<file path="src/rtl/phase_meas_sched.sv">
// phase_meas_sched
// ----------------
// Schedules measurements on a single shared phase detector for N_REQ
// requesters, each owning one clock-pair channel. Requesters are served
// round-robin. For each winner the detector input mux is switched, the
// detector is held in reset for SETTLE_CYC cycles, and then 2^AVG_LOG2
// detector samples are averaged. Each sample is guarded by a timeout of
// TIMEOUT_CYC cycles. The result is returned over a valid/ready handshake,
// tagged with the requester id.
//
// Ports:
//   i_clk          system clock
//   i_rst          asynchronous active-high reset
//   i_req          level request per channel, held until granted
//   o_gnt          one-hot, one-cycle grant pulse
//   o_sel          channel select to the detector clock-pair mux
//   o_det_rstn     active-low detector reset (0 = detector held idle)
//   i_det_out      detector phase result
//   i_det_valid    detector sample strobe
//   o_res          averaged phase result (0 on timeout)
//   o_res_id       channel the result belongs to
//   o_res_timeout  measurement aborted by timeout
//   o_res_valid    result valid
//   i_res_ready    consumer accepts result
//   o_busy         a measurement is in progress or awaiting acceptance
module phase_meas_sched #(
    parameter int N_REQ       = 4,
    parameter int DW          = 10,
    parameter int AVG_LOG2    = 2,
    parameter int SETTLE_CYC  = 8,
    parameter int TIMEOUT_CYC = 1024
) (
    input  logic                     i_clk,
    input  logic                     i_rst,
    input  logic [N_REQ-1:0]         i_req,
    output logic [N_REQ-1:0]         o_gnt,
    output logic [$clog2(N_REQ)-1:0] o_sel,
    output logic                     o_det_rstn,
    input  logic [DW-1:0]            i_det_out,
    input  logic                     i_det_valid,
    output logic [DW-1:0]            o_res,
    output logic [$clog2(N_REQ)-1:0] o_res_id,
    output logic                     o_res_timeout,
    output logic                     o_res_valid,
    input  logic                     i_res_ready,
    output logic                     o_busy
);

    localparam int SEL_W = $clog2(N_REQ);
    // The accumulator is wide enough to hold 2^AVG_LOG2 full-scale samples,
    // so the running sum never wraps.
    localparam int ACC_W = DW + AVG_LOG2;
    localparam int CNT_W = AVG_LOG2 + 1;
    localparam int SET_W = $clog2(SETTLE_CYC) + 1;
    localparam int TMO_W = $clog2(TIMEOUT_CYC);

    localparam logic [SET_W-1:0] SETTLE_LAST = SET_W'(SETTLE_CYC - 1);
    localparam logic [TMO_W-1:0] TMO_LAST    = TMO_W'(TIMEOUT_CYC - 1);
    localparam logic [CNT_W-1:0] CNT_LAST    = CNT_W'((1 << AVG_LOG2) - 1);
    localparam logic [SEL_W-1:0] SEL_LAST    = SEL_W'(N_REQ - 1);

    typedef enum logic [1:0] {
        S_IDLE,
        S_SETTLE,
        S_WAIT,
        S_DONE
    } state_t;

    state_t             state;
    logic [SEL_W-1:0]   ptr;
    logic [ACC_W-1:0]   acc;
    logic [CNT_W-1:0]   sample_cnt;
    logic [SET_W-1:0]   settle_cnt;
    logic [TMO_W-1:0]   tmo_cnt;

    logic [SEL_W-1:0]   winner;
    logic               found;
    logic [N_REQ-1:0]   win_onehot;
    logic [SEL_W-1:0]   ptr_next;
    logic [ACC_W-1:0]   acc_sum;
    logic [DW-1:0]      acc_avg;

    // Round-robin search: the first requesting channel at or after the
    // pointer, wrapping past the top channel back to channel 0. The index
    // is wrapped by subtraction so non-power-of-two N_REQ works too.
    always_comb begin
        int idx;
        idx    = 0;
        winner = '0;
        found  = 1'b0;
        for (int i = 0; i < N_REQ; i++) begin
            idx = int'(ptr) + i;
            if (idx >= N_REQ) begin
                idx = idx - N_REQ;
            end
            if (!found && i_req[idx]) begin
                found  = 1'b1;
                winner = SEL_W'(idx);
            end
        end
    end

    assign win_onehot = {{(N_REQ-1){1'b0}}, 1'b1} << winner;
    assign ptr_next   = (winner == SEL_W'(SEL_LAST)) ? '0 : winner + 1'b1;

    // Sum including the sample arriving this cycle; the average is the top
    // DW bits, i.e. a truncating divide by 2^AVG_LOG2.
    assign acc_sum = acc + ACC_W'(i_det_out);
    assign acc_avg = acc_sum[ACC_W-1:AVG_LOG2];

    // Scheduler FSM. All outputs are registered here. o_sel and o_res_id
    // only change at grant, so the mux stays parked on the last channel
    // between measurements. o_gnt defaults low every cycle, which makes the
    // grant a single-cycle pulse.
    always_ff @(posedge i_clk or posedge i_rst) begin
        if (i_rst) begin
            state         <= S_IDLE;
            ptr           <= '0;
            acc           <= '0;
            sample_cnt    <= '0;
            settle_cnt    <= '0;
            tmo_cnt       <= '0;
            o_gnt         <= '0;
            o_sel         <= '0;
            o_det_rstn    <= 1'b0;
            o_res         <= '0;
            o_res_id      <= '0;
            o_res_timeout <= 1'b0;
            o_res_valid   <= 1'b0;
            o_busy        <= 1'b0;
        end else begin
            o_gnt <= '0;
            case (state)
                S_IDLE: begin
                    if (found) begin
                        o_gnt      <= win_onehot;
                        o_sel      <= winner;
                        o_res_id   <= winner;
                        ptr        <= ptr_next;
                        acc        <= '0;
                        sample_cnt <= '0;
                        settle_cnt <= '0;
                        o_det_rstn <= 1'b0;
                        o_busy     <= 1'b1;
                        state      <= S_SETTLE;
                    end
                end

                // The detector is kept in reset while the freshly switched
                // clock pair settles; any strobes it produces are ignored.
                S_SETTLE: begin
                    if (settle_cnt == SETTLE_LAST) begin
                        o_det_rstn <= 1'b1;
                        tmo_cnt    <= '0;
                        state      <= S_WAIT;
                    end else begin
                        settle_cnt <= settle_cnt + 1'b1;
                    end
                end

                // Every sample restarts the timeout window. A timeout drops
                // whatever has been accumulated and reports a zero result.
                S_WAIT: begin
                    if (i_det_valid) begin
                        tmo_cnt <= '0;
                        if (sample_cnt == CNT_LAST) begin
                            o_res         <= acc_avg;
                            o_res_timeout <= 1'b0;
                            o_res_valid   <= 1'b1;
                            o_det_rstn    <= 1'b0;
                            state         <= S_DONE;
                        end else begin
                            acc        <= acc_sum;
                            sample_cnt <= sample_cnt + 1'b1;
                        end
                    end else if (tmo_cnt == TMO_LAST) begin
                        o_res         <= '0;
                        o_res_timeout <= 1'b1;
                        o_res_valid   <= 1'b1;
                        o_det_rstn    <= 1'b0;
                        state         <= S_DONE;
                    end else begin
                        tmo_cnt <= tmo_cnt + 1'b1;
                    end
                end

                // Result is held until accepted. Returning to IDLE rather than
                // arbitrating here guarantees an idle cycle between jobs.
                S_DONE: begin
                    if (i_res_ready) begin
                        o_res_valid <= 1'b0;
                        o_busy      <= 1'b0;
                        state       <= S_IDLE;
                    end
                end

                default: begin
                    state <= S_IDLE;
                end
            endcase
        end
    end

endmodule

</file>
<file path="config.mk">
export PLATFORM = sky130hd
export DESIGN_NAME = phase_meas_sched
export DESIGN_NICKNAME = d
export VERILOG_FILES = /design/src/rtl/phase_meas_sched.sv
export SDC_FILE = /design/constraint.sdc
export NUM_CORES = 1
export LEC_CHECK = 0
export CORE_MARGIN = 8
export CORE_UTILIZATION = 32
export DETAILED_ROUTE_END_ITERATION = 8
export GPL_TIMING_DRIVEN = 0
export SLEW_MARGIN = 40
export SYNTH_ARGS = -nofsm -noshare
export SYNTH_HDL_FRONTEND = slang
export SYNTH_SLANG_ARGS = --single-unit
</file>
<file path="constraint.sdc">
create_clock -name i_clk -period 3.1 [get_ports i_clk]
set_input_delay 0.465 -clock i_clk [delete_from_list [all_inputs] [get_ports i_clk]]
set_output_delay 0.465 -clock i_clk [all_outputs]
set_load 0.01 [all_outputs]
</file>
==> results of run 1 <==
==> per-layer routing <==
metal	up-vias	wire [µm]	global-route usage, %
met5	-	0	0
met4	0	81	3.20
met3	8	294	2.40
met2	48	3070	17.0
met1	1155	3120	14.2
li1	1176	-	-
==> through the flow <==
stage	worst slack (ns)	std cells	instance area (µm²)
final	0.533	453	3690
after detailed placement	0.260	445	3570
after CTS	0.485	453	3690
after global routing	0.290	453	3690
after global placement	0.245	444	3540
after floorplan	0.910	294	3010
==> cell usage after synthesis, types with 5 or more instances <==
cell,count
sky130_fd_sc_hd__o21ai_0,16
sky130_fd_sc_hd__inv_1,13
sky130_fd_sc_hd__nand2_1,23
sky130_fd_sc_hd__nand3_1,5
sky130_fd_sc_hd__ha_1,23
sky130_fd_sc_hd__a32o_1,5
sky130_fd_sc_hd__xnor2_1,12
sky130_fd_sc_hd__nor2_1,19
sky130_fd_sc_hd__a21o_1,5
sky130_fd_sc_hd__and3_1,7
sky130_fd_sc_hd__a21oi_1,18
sky130_fd_sc_hd__a22o_1,18
sky130_fd_sc_hd__nor3_1,6
sky130_fd_sc_hd__dfrtp_1,53
sky130_fd_sc_hd__clkbuf_1,6
==> state kept, by name, indices dropped and copies added (netlist names) <==
signal	count
o_busy	1
sample_cnt	3
tmo_cnt	10
settle_cnt	4
o_res_id	2
state	2
ptr	2
o_res_timeout	1
acc	12
o_res_valid	1
o_det_rstn	1
o_res	10
o_gnt	4
==> power by group through the flow <==
| stage | sequential, W | clock [W] | combinational (W) |
|---|---|---|---|
| after floorplan | 0.00111 | 0 | 0.000927 |
| after global placement | 0.00109 | 0 | 0.00141 |
| after detailed placement | 0.00109 | 0 | 0.00145 |
| after CTS | 0.00108 | 0.000518 | 0.00146 |
| after global routing | 0.00112 | 0.000539 | 0.00162 |
| final | 0.00108 | 0.000500 | 0.00144 |
==> logic make-up (layout without fill, tap and decap cells) <==
family | count (synthesis) | after routing | synth area share (%)
AO/OA/AOI/OAI | 82 | 82 | 19.3
XOR/XNOR | 14 | 14 | 4.07
adder cells (fa/ha/maj) | 24 | 24 | 10.2
buffers and inverters | 23 | 71 | 3.20
flip-flops | 53 | 53 | 44.1
multiplexers | 8 | 8 | 2.95
AND/OR/NAND/NOR | 90 | 90 | 16.1
==> final cells by class <==
| class | count | area share (%) |
|---|---|---|
| multi-input cells | 218 | 43.2 |
| flip-flops and latches | 53 | 36.0 |
| repair buffers | 40 | 11.1 |
| well taps | 111 | 3.77 |
| clock buffers | 6 | 2.24 |
| inverters | 13 | 1.39 |
| plain buffers | 10 | 1.29 |
| clock inverters | 2 | 1.02 |
==> path summary, 6_finish.rpt <==
check	start	endpoint	slack, ns	cells past startpoint
max	state[0]	o_res[1]	0.53	8
min	i_rst	o_gnt[0]	0.44	2
max reg2reg	state[0]	o_res[1]	0.53	8
min reg2reg	sample_cnt[2]	sample_cnt[2]	0.49	2
max in group asynchronous	i_rst	acc[7]	2.20	3
min in group i_clk	sample_cnt[2]	sample_cnt[2]	0.49	2
==> results.cfg, run 1 <==
[clock_tree]
clock_edge_transition_at_the_registers_on_the_reported_setup_and_hold_paths_ns = 0.10
clock_latency_on_the_worst_skew_pair_ns = 0.31
cts.htree.levels = 2
ctsRootBufferMaster = sky130_fd_sc_hd__clkbuf_8
cts_setup_buffers = 0
cts_inserted_buffers = 5
cts_tree = done
cts_hold_buffers = 0
clock_sink_count = 53
ctsLongestPathBuffers = 2
postCtsResizedCells = 0

[worst_setup_path]
worst-setup-path-type = register to register
crit_buf_inv = 3
crit_fanout = 10
crit_path_max_incr_delay_ns = 0.60
timing.critical_path.arrival_ns = 2.77
crit_path_end_kind = register
worstPathCellList = inv_1, ha_1, buf_2, nand4b_1, nor4_2, nor2_1, clkbuf_1, a22o_1
worst_ep_required_time_ns = 3.31
startpoint_type = register
worst_path_dominant_cell_family = simple AND/OR/NAND/NOR gates
critical_path.slowest_cell = sky130_fd_sc_hd__nor4_2

[global_routing]
antenna_violations_before_repair = 0
grt_pass1_vias = 2307
first_pass_grt_wire_length_mm = 11.3
overall_global_routing_resource_usage_pct = 10.7
grt_start_max_net_pins = 36
final_global_route_overflow_total = 0

[die]
fp.dieW_um = 113
num_io_pins = 40
die-area_mm2 = 0.0128
row_count = 35
die-height_um = 113
initial_core_util_pct = 32.7
core-area_mm2 = 0.00920

[route]
route.detailed.wl_per_inst_um = 14.5
routed-via-count = 2387
route.detailed.vias_per_inst = 5.27
drt-initial-drc-count = 80
drt_first_pass_iters = 4
antenna_violating_nets_post_route = 0
detail_route.drc_violations = 0
postRouteWirelength_mm = 6.57

[synthesis]
synth_largest_area_cell = sky130_fd_sc_hd__dfrtp_1
synth_seq_area_share_pct = 44.1
synthesis.yosys.warnings = 0
syn_nets = 336
synthCells = 294
synthArstFlopShare_pct = 100
synth_largest_type_area_fraction_pct = 44.1
synth.lib_cells_used.distinct = 48
dominant_register_cell_in_the_synthesized_netlist = sky130_fd_sc_hd__dfrtp_1
edff_count_synth = 0
syn_area_per_cell_um2 = 10.2
cell_types_occupying_the_most_area_after_synthesis = sky130_fd_sc_hd__dfrtp_1 44%, sky130_fd_sc_hd__ha_1 9.6%, sky130_fd_sc_hd__a22o_1 5.2%, sky130_fd_sc_hd__xnor2_1 3.5%, sky130_fd_sc_hd__a21oi_1 3.0%
synth_seq_cells = 53
netlist_area_mm2 = 0.00301

[power_and_ir_drop]
pwr_density_cell_mw_per_mm2 = 819
fin_total_pwr_w = 0.00302
combinationalPowerShare_pct = 47.6
power_report.internal_total_w = 0.00189
sw_frac_of_total_pct = 37.5
total_leakage_power_nw = 1.65
worst_ir_drop_vdd_mv = 0.285
power_frac_clock_pct = 16.6
p_sw_w = 0.00113
sequential_power_share_pct = 35.8

[job]
cap_viol_max_count = 0

[status]
outcome = completed

[sta]
post-route-min-period_ns = 2.57
fmax_mhz = 390
whs_ns = 0.441
max_slew_margin_pct = 49.0
hold_violations = 0
drv_slew = 0
rsz_0062_raised_after_global_routing = false
setup_viol = 0
post-route-period-util_pct = 82.8
fin_skew_ns = 0.00594
tightestPinTransition_ns = 0.759
timing.setup.tns_ns = 0

[final_layout]
filler_cells = 894
layout_commonest_cell = sky130_fd_sc_hd__dfrtp_1
fraction_of_layout_instances_using_a_drive_strength_above_1_pct = 7.31
finalNetCount = 383
syn_to_final_growth_pct = 22.6
final_core_utilization_pct = 40.1
most-common-layout-cells = 53 x sky130_fd_sc_hd__dfrtp_1, 39 x sky130_fd_sc_hd__clkdlybuf4s50_1, 23 x sky130_fd_sc_hd__nand2_1, 23 x sky130_fd_sc_hd__ha_1, 19 x sky130_fd_sc_hd__nor2_1
antenna_cells = 0
multiInputGateArea_mm2 = 0.00159
regArea_mm2 = 0.00133

[place]
hpwlAfterDp_mm = 4.78
input_output_buffers = 39
finalWeightedCongestion = 0.801

[min_path]
worst_hold_path_type = primary input to async pin
(Power assumes the default switching activity.)
==> inputs of run 2 (changes only) <==
clock period = 2.3 ns   (was 3.1 ns; I/O delays follow)
==> run 2 against run 1 <==
Against the previous run:
- via count rose by 0.17%
- register-to-register slack got worse by 0.43 ns
- worst setup slack lost 0.43 ns
- largest cell class unchanged
==> results.cfg, run 2 (synthesis gave the netlist of run 1 again) <==
[power_and_ir_drop]
power_frac_clock_pct = 16.3
sequential_power_share_pct = 35.5
fin_total_pwr_w = 0.00411
total_leakage_power_nw = 1.70
sw_frac_of_total_pct = 37.7
p_sw_w = 0.00155
pwr_density_cell_mw_per_mm2 = 1090
power_report.internal_total_w = 0.00256
worst_ir_drop_vdd_mv = 0.381
combinationalPowerShare_pct = 48.3

[final_layout]
antenna_cells = 0
largest_reg_by_ff_count = acc
layout_commonest_cell = sky130_fd_sc_hd__dfrtp_1
fraction_of_layout_instances_using_a_drive_strength_above_1_pct = 11.3
final_core_utilization_pct = 41.0
finalNetCount = 385
final_cells = 455
syn_to_final_growth_pct = 25.3
most-common-layout-cells = 53 x sky130_fd_sc_hd__dfrtp_1, 39 x sky130_fd_sc_hd__clkdlybuf4s50_1, 23 x sky130_fd_sc_hd__ha_1
max_ffs_per_register = 12
final_cell_area_mm2 = 0.00377
largest_registers = acc (12), o_res (10), tmo_cnt (10)

[global_routing]
overall_global_routing_resource_usage_pct = 10.8
first_pass_grt_wire_length_mm = 11.4
grt_start_max_net_pins = 36
grt_pass1_vias = 2334
antenna_violations_before_repair = 0
final_global_route_overflow_total = 0

[route]
dr_wl_met2_mm = 3.12
maxUsedRoutingLayer = met4
detail_route.drc_violations = 0
wl_met1_mm = 3.12
postRouteWirelength_mm = 6.61
antenna_violating_nets_post_route = 0
drt-initial-drc-count = 82
met3RoutedLength_um = 288
routed-via-count = 2391
route.detailed.wl_per_inst_um = 14.5
drt_first_pass_iters = 4
route.detailed.vias_per_inst = 5.25

[place]
hpwlAfterDp_mm = 4.78
finalWeightedCongestion = 0.801
placedInstanceArea_mm2 = 0.00357
input_output_buffers = 39
numPlacedInstances = 445

[clock_tree]
cts_tree = done
clock_latency_on_the_worst_skew_pair_ns = 0.31
cts.htree.levels = 2
cts_inserted_buffers = 5
ctsLongestPathBuffers = 2
ctsRootBufferMaster = sky130_fd_sc_hd__clkbuf_8
cts_hold_buffers = 0
clock_sink_count = 53
clock_edge_transition_at_the_registers_on_the_reported_setup_and_hold_paths_ns = 0.09

[worst_setup_path]
worst-setup-path-type = register to register
worst_ep_required_time_ns = 2.50
crit_fanout = 10
worstPathCellList = inv_1, ha_1, buf_2, nand4b_1, nor4_4, buf_4, nor4_2, nand3_1, mux2_2
crit_path_end_kind = register
startpoint_type = register
critical_path.slowest_cell = sky130_fd_sc_hd__dfrtp_1
timing.critical_path.arrival_ns = 2.40
crit_path_max_incr_delay_ns = 0.43

[sta]
timing.setup.tns_ns = 0
setup_viol = 0
post-route-min-period_ns = 2.20
max_slew_margin_pct = 59.1
tightestPinTransition_ns = 0.613
fmax_mhz = 454
rsz_0062_raised_after_global_routing = true
hold_violations = 0
drv_slew = 0
post-route-period-util_pct = 95.7
fin_skew_ns = 0.00664

[die]
fp.dieW_um = 113
core-area_mm2 = 0.00920
initial_core_util_pct = 32.7
row_count = 35
num_io_pins = 40
die-area_mm2 = 0.0128
die-height_um = 113

[min_path]
worst_hold_path_type = primary input to async pin

[job]
cap_viol_max_count = 0

[status]
outcome = completed
-- run 2: final timing paths --
| kind | start | depth (start not counted) | slack [ns] | endpoint |
|---|---|---|---|---|
| worst max-delay path | state[0] | 9 | 0.1 | tmo_cnt[7] |
| worst min-delay path | i_rst | 2 | 0.32 | o_gnt[0] |
| worst max register to register | state[0] | 9 | 0.1 | tmo_cnt[7] |
| worst min register to register | sample_cnt[2] | 2 | 0.49 | sample_cnt[2] |
| max in group asynchronous | i_rst | 3 | 1.52 | acc[7] |
| min in group i_clk | sample_cnt[2] | 2 | 0.49 | sample_cnt[2] |
-- run 2: worst max-delay path, delay by kind of cell (launching register included) --
| family | cells | cell delay, ns |
|---|---|---|
| flip-flops | 1 | 0.43 |
| multiplexers | 1 | 0.28 |
| AND/OR/NAND/NOR | 4 | 0.75 |
| buffers and inverters | 3 | 0.44 |
| adder cells (fa/ha/maj) | 1 | 0.20 |
-- run 2: cell type report --
type / count / area, µm²
fillers: 889 / 5430
repair buffers: 43 / 433
plain buffers: 9 / 43.8
clock inverters: 2 / 37.5
flip-flops and latches: 53 / 1330
well taps: 111 / 139
multi-input cells: 218 / 1660
clock buffers: 6 / 82.6
inverters: 13 / 51.3
-- run 2: metrics by stage --
step / worst slack (ns) / hold WS (ns)
floorplan: 0.221 / 0.450
global placement: -0.435 / 0.467
detailed placement: -0.420 / 0.475
CTS: 0.00201 / 0.320
global route: -0.0880 / 0.347
finish: 0.0992 / 0.321
-- run 2: routing by layer --
metal | vias to the layer above | global-route usage [%]
met4 | 0 | 3.20
met3 | 5 | 2.40
met2 | 40 | 17.2
met5 | - | 0
met1 | 1163 | 14.3
li1 | 1183 | -
-- run 2: power by group through the flow --
stage / logic, W / clock network (W) / registers (W)
finish: 0.00199 / 0.000669 / 0.00146
floorplan: 0.00125 / 0 / 0.00149
global route: 0.00222 / 0.000726 / 0.00151
detailed placement: 0.00195 / 0 / 0.00147
global placement: 0.00190 / 0 / 0.00146
CTS: 0.00198 / 0.000698 / 0.00146
-- run 2: what timing repair did --
action                                  CTS  global route
endpoints found under the setup margin   22            24
gates resized for setup                   5             7
pin swaps                                 2             1
setup buffers                             3             0
gates cloned                              0             0
==> inputs of run 3 (changes only) <==
==> constraint.sdc (replaced) <==
create_clock -name i_clk -period 2.3 [get_ports i_clk]
set_input_delay 0.46 -clock i_clk [delete_from_list [all_inputs] [get_ports i_clk]]
set_output_delay 0.46 -clock i_clk [all_outputs]
set_load 0.01 [all_outputs]
==> run 3 against run 2 <==
Against the previous run:
- global-route usage is 0.056 points higher
- worst hold slack better by 0.11 ns
- sequential power hardly changed
- wire length is 1.3% higher
- critical path depth is 2 lower
- via count is 0.59% higher
- total power is 0.93% higher
- worst setup slack worse by 0.012 ns
- non-clock buffer count is 4 higher
- sequential share of layout area is 0.60 points lower
- clock-buffer cell count stayed put
- largest cell class unchanged
==> results.cfg, run 3 (synthesis gave the netlist of run 1 again) <==
[die]
die-area_mm2 = 0.0128
fp.dieW_um = 113
num_io_pins = 40
row_count = 35
die-height_um = 113
core-area_mm2 = 0.00920
initial_core_util_pct = 32.7

[final_layout]
fraction_of_layout_instances_using_a_drive_strength_above_1_pct = 13.5
finalNetCount = 389
most-common-layout-cells = 53 x sky130_fd_sc_hd__dfrtp_1, 38 x sky130_fd_sc_hd__clkdlybuf4s50_1, 22 x sky130_fd_sc_hd__nand2_1, 22 x sky130_fd_sc_hd__ha_1, 18 x sky130_fd_sc_hd__a22o_1
filler_cells = 882
final_cells = 459
largest_reg_by_ff_count = acc
antenna_cells = 0
largest_registers = acc (12), o_res (10), tmo_cnt (10)
max_ffs_per_register = 12
syn_to_final_growth_pct = 27.5
layout_commonest_cell = sky130_fd_sc_hd__dfrtp_1

[sta]
fmax_mhz = 452
drv_slew = 0
fin_skew_ns = 0.00945
tightestPinTransition_ns = 0.599
post-route-min-period_ns = 2.21
max_slew_margin_pct = 59.6
post-route-period-util_pct = 96.2
rsz_0062_raised_after_global_routing = false
hold_violations = 0
whs_ns = 0.432
setup_viol = 0
timing.setup.tns_ns = 0
postLayoutSetupSlackWorst_ns = 0.0873

[route]
route.detailed.vias_per_inst = 5.24
antenna_violating_nets_post_route = 0
postRouteWirelength_mm = 6.70
drt-initial-drc-count = 71
routed-via-count = 2405
detail_route.drc_violations = 0
maxUsedRoutingLayer = met4
wl_met1_mm = 3.15
drt_first_pass_iters = 4
dr_wl_met2_mm = 3.20
met3RoutedLength_um = 260
route.detailed.wl_per_inst_um = 14.6

[worst_setup_path]
worst-setup-path-type = primary input to register
startpoint_type = primary input
crit_path_max_incr_delay_ns = 0.49
crit_fanout = 4
worst_ep_required_time_ns = 2.51
timing.critical_path.arrival_ns = 2.42
critical_path.slowest_cell = sky130_fd_sc_hd__clkdlybuf4s50_1
worst_path_dominant_cell_family = compound AO/OA/AOI/OAI gates
worstPathCellList = clkdlybuf4s50_1, ha_1, a21o_1, nand4_1, a21oi_1, or3_1, a32o_1
crit_path_end_kind = register
crit_buf_inv = 1

[clock_tree]
ctsRootBufferMaster = sky130_fd_sc_hd__clkbuf_8
cts_tree = done
ctsLongestPathBuffers = 2
clock_latency_on_the_worst_skew_pair_ns = 0.31
clock_sink_count = 53
cts_inserted_buffers = 5
clock_edge_transition_at_the_registers_on_the_reported_setup_and_hold_paths_ns = 0.10
cts.htree.levels = 2

[power_and_ir_drop]
sequential_power_share_pct = 35.2
power_report.internal_total_w = 0.00258
power_frac_clock_pct = 16.0
pwr_density_cell_mw_per_mm2 = 1080
p_sw_w = 0.00157
total_leakage_power_nw = 1.73
combinationalPowerShare_pct = 48.8
sw_frac_of_total_pct = 37.8
worst_ir_drop_vdd_mv = 0.347

[global_routing]
grt_start_max_net_pins = 36
first_pass_grt_wire_length_mm = 11.5
grt_pass1_vias = 2349
overall_global_routing_resource_usage_pct = 10.8
final_global_route_overflow_total = 0
antenna_violations_before_repair = 0

[job]
cap_viol_max_count = 0

[place]
input_output_buffers = 39
hpwlAfterDp_mm = 4.78
finalWeightedCongestion = 0.801
dp_slack_ns = -0.535
numPlacedInstances = 445

[min_path]
worst_hold_path_type = primary input to async pin

[status]
outcome = completed
## run 3: metal layers
metal,GRT usage (%),vias to the layer above
li1,-,1189
met1,14.3,1170
met2,17.4,40
met3,2.40,6
met4,3.20,0
met5,0,-
## run 3: layout make-up
type / instances / area, µm² / area share (%)
Buffer: 9 / 46.3 / 1.21
Clock buffer: 6 / 82.6 / 2.15
Clock inverter: 2 / 37.5 / 0.978
Inverter: 13 / 51.3 / 1.34
Multi-Input combinational cell: 218 / 1690 / 44.0
Sequential cell: 53 / 1330 / 34.6
Tap cell: 111 / 139 / 3.62
Timing Repair Buffer: 47 / 465 / 12.1
## run 3: path summary, 6_finish.rpt
kind                                from             to  slack [ns]  cells past startpoint
hold / removal                     i_rst       o_gnt[0]        0.43                      2
min in group i_clk         sample_cnt[2]  sample_cnt[2]        0.49                      2
setup / recovery            i_det_out[1]       o_res[7]        0.09                      7
max in group asynchronous          i_rst     tmo_cnt[7]        1.40                      3
hold reg to reg            sample_cnt[2]  sample_cnt[2]        0.49                      2
setup reg to reg              tmo_cnt[0]       state[1]        0.12                      6
## run 3: metrics by stage
stage	total power (W)	cell area, µm²	utilization [%]
4_1_cts	0.00416	3770	41.0
2_1_floorplan	0.00274	3010	-
3_3_place_gp	0.00337	3540	38.5
5_1_grt	0.00450	3840	41.7
6_report	0.00415	3840	41.7
3_5_place_dp	0.00342	3570	38.8
## run 3: repair_timing
item                                    in CTS  in global routing
gates resized for setup                     11                 11
pin swaps                                    2                  9
hold buffers                                 0                  0
endpoints found under the setup margin      23                 23
setup buffers                                3                  4
## run 3: power by group through the flow
| stage | registers [W] | clock network [W] | logic (W) |
|---|---|---|---|
| floorplan | 0.00149 | 0 | 0.00125 |
| global placement | 0.00146 | 0 | 0.00190 |
| detailed placement | 0.00147 | 0 | 0.00195 |
| CTS | 0.00146 | 0.000698 | 0.00200 |
| global route | 0.00151 | 0.000724 | 0.00227 |
| finish | 0.00146 | 0.000664 | 0.00203 |
